File: config.mk
export PLATFORM = sky130hd
export DESIGN_NAME = button_conditioner
export DESIGN_NICKNAME = d
export VERILOG_FILES = /design/src/rtl/button_conditioner.sv
export SDC_FILE = /design/constraint.sdc
export NUM_CORES = 1
export LEC_CHECK = 0
export ABC_AREA = 1
export CORE_ASPECT_RATIO = 0.8
export CORE_MARGIN = 2
export CORE_UTILIZATION = 60
export CTS_BUF_LIST = sky130_fd_sc_hd__clkbuf_8
export CTS_CLUSTER_SIZE = 24
export DETAILED_ROUTE_END_ITERATION = 10
export PLACE_DENSITY = 0.85
export SYNTH_ARGS = -nofsm -noshare
export SYNTH_HDL_FRONTEND = slang
export SYNTH_SLANG_ARGS = --single-unit
File: constraint.sdc
create_clock -name clk -period 3.45 [get_ports clk]
set_input_delay 0.5175 -clock clk [delete_from_list [all_inputs] [get_ports clk]]
set_output_delay 0.5175 -clock clk [all_outputs]
set_load 0.05 [all_outputs]
File: src/rtl/button_conditioner.sv
// button_conditioner
// Per-channel push-button conditioning: two-flop synchronisers on the raw
// button and mode inputs, a counter-based debouncer producing a clean level
// plus press/release strobes, and an LED driver that either follows the
// debounced level or shows a toggle register advanced on every press.

module button_conditioner #(
    parameter int N_CH            = 4,
    parameter int DEBOUNCE_CYCLES = 1000000,
    parameter int CNT_W           = $clog2(DEBOUNCE_CYCLES)
) (
    input  logic            clk,
    input  logic            rst_n,
    input  logic [N_CH-1:0] btn_in,
    input  logic [N_CH-1:0] mode,
    output logic [N_CH-1:0] led_out,
    output logic [N_CH-1:0] btn_level,
    output logic [N_CH-1:0] press_pulse,
    output logic [N_CH-1:0] release_pulse
);

    // Terminal count: the last value the counter may hold before a change is accepted.
    localparam logic [CNT_W-1:0] CNT_LAST = CNT_W'(DEBOUNCE_CYCLES - 1);

    logic [N_CH-1:0]  btn_meta;
    logic [N_CH-1:0]  btn_sync;
    logic [N_CH-1:0]  mode_meta;
    logic [N_CH-1:0]  mode_sync;
    logic [CNT_W-1:0] cnt [N_CH];
    logic [N_CH-1:0]  toggle_q;
    logic [N_CH-1:0]  differ;
    logic [N_CH-1:0]  accept;

    // Two-flop synchronisers; only the second stage is consumed downstream.
    always_ff @(posedge clk or negedge rst_n) begin
        // NOTE: non-blocking assignments keep every flop sampling the pre-edge
        // value, which is what makes btn_meta -> btn_sync a real two-stage chain.
        if (!rst_n) begin
            btn_meta  <= '0;
            btn_sync  <= '0;
            mode_meta <= '0;
            mode_sync <= '0;
        end else begin
            btn_meta  <= btn_in;
            btn_sync  <= btn_meta;
            mode_meta <= mode;
            mode_sync <= mode_meta;
        end
    end

    // A change is accepted when the input still differs on the terminal count.
    always_comb begin
        // NOTE: every bit gets a default before the loop, so no latch is inferred.
        accept = '0;
        differ = btn_sync ^ btn_level;
        for (int c = 0; c < N_CH; c++) begin
            accept[c] = differ[c] && (cnt[c] == CNT_LAST);
        end
    end

    // Debounce counters, accepted level and one-cycle transition strobes.
    always_ff @(posedge clk or negedge rst_n) begin
        if (!rst_n) begin
            // NOTE: the counter array is explicitly cleared; a reset abort must
            // discard any partial count so no stale transition can complete.
            for (int c = 0; c < N_CH; c++) begin
                cnt[c] <= '0;
            end
            btn_level     <= '0;
            press_pulse   <= '0;
            release_pulse <= '0;
        end else begin
            for (int c = 0; c < N_CH; c++) begin
                if (!differ[c] || accept[c]) begin
                    cnt[c] <= '0;
                end else begin
                    cnt[c] <= cnt[c] + CNT_W'(1);
                end
            end
            btn_level     <= btn_level ^ accept;
            press_pulse   <= accept & btn_sync;
            release_pulse <= accept & ~btn_sync;
        end
    end

    // Toggle register flips once per press strobe, independent of mode.
    always_ff @(posedge clk or negedge rst_n) begin
        if (!rst_n) begin
            toggle_q <= '0;
        end else begin
            toggle_q <= toggle_q ^ press_pulse;
        end
    end

    // Registered LED drive: toggle register in toggle mode, debounced level otherwise.
    always_ff @(posedge clk or negedge rst_n) begin
        if (!rst_n) begin
            led_out <= '0;
        end else begin
            led_out <= (mode_sync & toggle_q) | (~mode_sync & btn_level);
        end
    end

endmodule
==> results.md <==
- Top delay family on crit path: buffers and inverters
- Slowest cell delay on critical path: 830 ps
- Area of the die: around 10000 um^2
- R2R Path End: cnt[79]
- Largest net degree at the start of global routing: 55
- Drt first pass iters: 5
- R2R setup slack: 1550 ps
- CTS tree: built
- Vias per cell: around 5.3
- Total global-route track usage: around a quarter
- Synthesized Nets: 722
- Worst vdd ir: 0.3007 mV
- Hold slack: 101.5 ps
- Post-Syn Instances: between 700 and 800
- Initial Util: 62.64%
- Die Ht: 91.62 um
- Maxcap violations: 0
- FF/Latch Area: 2903 um^2
- Distinct cells, synth: 26
- Setup TNS: 0 ps
- Syn Std Cell Area: 5758 um^2
- Pwr/cell area: 435.0 nW/um^2
- Post-CTS Hold Fix Bufs: 0
- Worst Setup Start Kind: flip-flop
- DP HPWL: around 8300 um
- Vias in the first global route: 4543
- Lkg Pwr: about 2.9 nW
- Root Driver: clkbuf_8
- Setup violations, final: 0
- Grt total ovfl: 0
- Post_cts resized: 0
- CTS buffer count: 17
- Worst skew pair latency: 440 ps
- Clk sinks: 116
- Routed WL per cell: 13.39 um
- Critical path endpoint category: output port
- Crit path DAT: 1650 ps
- Initial DRC count: 312
- RePlAce Congestion: 0.9327
- Slowest-stage cell, CP: clkdlybuf4s50_1
- Antenna Cells: 0
- WL final: 11740 um
- Hold Violations, Final: 0
- Max FO, Critical Path: 3
- Port Buffers: 25
- Syn Area/Cell: slightly above 8 um^2
- Antenna violations before repair: 0
- Area share of the largest cell type after synthesis: 50.41%
- Worst Path Required: 2930 ps
- Slew at the pin with the worst max-slew slack: 664.9 ps
- Most area-consuming cells after synthesis: dfrtp_1 (50%), nor2_1 (11%), nand2_1 (11%)
- Reg-to-Reg Start: cnt[60]
- Seq cells post-synth: between 100 and 150
- CORE AREA: 9193 um^2
- Post-synth top area cell: dfrtp_1
- Clk slew on worst S/H paths: 70 ps
- Layout cells sized above 1: between 9 and 10%
- Max Slew Vio Count: 0
- Reg2Reg Depth: 6
- Detail Route Antenna Nets: 0
- Largest buffer count on any clock path: 2
- Worst clock skew: between 10 and 15 ps
- Post-CTS Setup Bufs: 0
- Filler Cell Count: 660
- Worst slew margin: 55.57%
- H-tree depth: 4
- Final nets: ~760
- Footprint of the multi-input gates: 2505 um^2
- Row count: 31
- Status: finished clean
- Synth Warn #: 0
- WP buf/inv: 1
- DIE WIDTH: about 110 um
- Post-synthesis sequential area ratio: 50.41%
- Hold Path Class: in2async
- CP cell instances: clkdlybuf4s50_1
- First-pass GRT wire length: 20500 um
- Tcrit/Tclk final: 62.85%
- RSZ-0062 raised after global routing: no
- Fmax: 461.2 MHz
- DRC Markers: 0
- Crit path time final: about 2200 ps
- P&R area growth vs syn: 13.58%
- CP Class: reg2out
- DR vias: 4611
- # IOs: 26
==> cell usage after synthesis, drive strengths merged <==
master	number
o21bai	4
o21ai	8
buf	5
nand4	11
ha	4
nand3b	2
nand2	176
dfrtp	116
nor2	197
nand3	47
and2	1
inv	76
nor3	6
xnor2	15
xor2	35
a21oi	5
==> cell usage in the layout (no fill, tap or decap), drive strengths merged <==
cell / synthesis / routed
clkinvlp: 0 / 2
xnor2: 15 / 15
dfrtp: 116 / 116
nand3b: 2 / 2
bufinv: 0 / 3
inv: 76 / 77
xor2: 35 / 35
clkbuf: 0 / 23
and2: 1 / 1
nor2: 197 / 197
o21bai: 4 / 4
nor3: 6 / 6
clkinv: 0 / 3
buf: 5 / 3
ha: 4 / 4
nand4: 11 / 11
o21ai: 8 / 8
a21oi: 5 / 5
nand2: 176 / 176
nand3: 47 / 47
clkdlybuf4s50: 0 / 24
==> power breakdown <==
group | leakage (nW) | switching [W] | internal [W]
registers | 1.57 | 0.0000178 | 0.00138
clock network | 0.225 | 0.000539 | 0.000824
logic | 1.11 | 0.0000574 | 0.0000256
==> per-stage QoR <==
step                instance area [um^2]  std cells  total power (W)  utilization (%)  setup slack, ps
CTS                                 6540        877         0.002860            71.14             1264
global placement                    6100        845         0.001505            66.35             1678
finish                              6540        877         0.002845            71.14             1282
floorplan                           5758        708         0.001466                -             2017
global route                        6540        877         0.002941            71.14             1224
detailed placement                  6100        845         0.001509            66.35             1544
==> flip-flops by register name (all words and copies together) (netlist names), named ones only <==
register	flops
mode_sync	4
btn_sync	4
toggle_q	4
btn_meta	4
release_pulse	4
press_pulse	4
cnt	80
mode_meta	4
led_out	4
==> area by class of cell <==
class	count	share of cell area (%)
clock buffer	23	4.840
clock inverter	9	1.894
inverter	76	4.362
multi-input combinational	511	38.30
sequential	116	44.38
tap	115	2.200
timing repair buffer	27	4.018
==> kinds of logic (layout without fill, tap and decap cells) <==
logic type                 Yosys count  in the layout  share of synthesized area, %
and+or+nand+nor                    440            440                         33.38
DFF                                116            116                         50.41
buffers and inverters               81            135                         6.084
xor gates and xnor gates            50             50                         7.605
AOI/OAI and AO/OA                   17             17                         1.651
adders and majority gates            4              4                        0.8692
==> metal layers <==
| layer | GRT usage, % | vias up | share of wire [%] |
|---|---|---|---|
| met2 | 40.17 | 155 | 49 |
| li1 | - | 2259 | - |
| met1 | 32.85 | 2181 | 44 |
| met3 | 6.874 | 16 | 6.1 |
| met4 | 7.317 | 0 | 1.3 |
| met5 | 0 | - | 0 |
==> how the worst max path moves through the flow <==
stage / to / slack [ps] / depth (start not counted)
after floorplan: cnt[57] / 2020 / 7
after global routing: btn_level[0] / 1220 / 1
after detailed placement: cnt[76] / 1540 / 6
after CTS: btn_level[0] / 1260 / 1
after global placement: cnt[79] / 1680 / 6
final: btn_level[3] / 1280 / 1
==> worst register-to-register path: stages, from the launching register on <==
cell and delay [ps]:
dfrtp_1 390, ha_1 200, nand3_1 170, nor2_2 210
nand3_1 150, nand2_1 520, nor2_1 120
No activity file was read; power rests on OpenSTA's default activity.
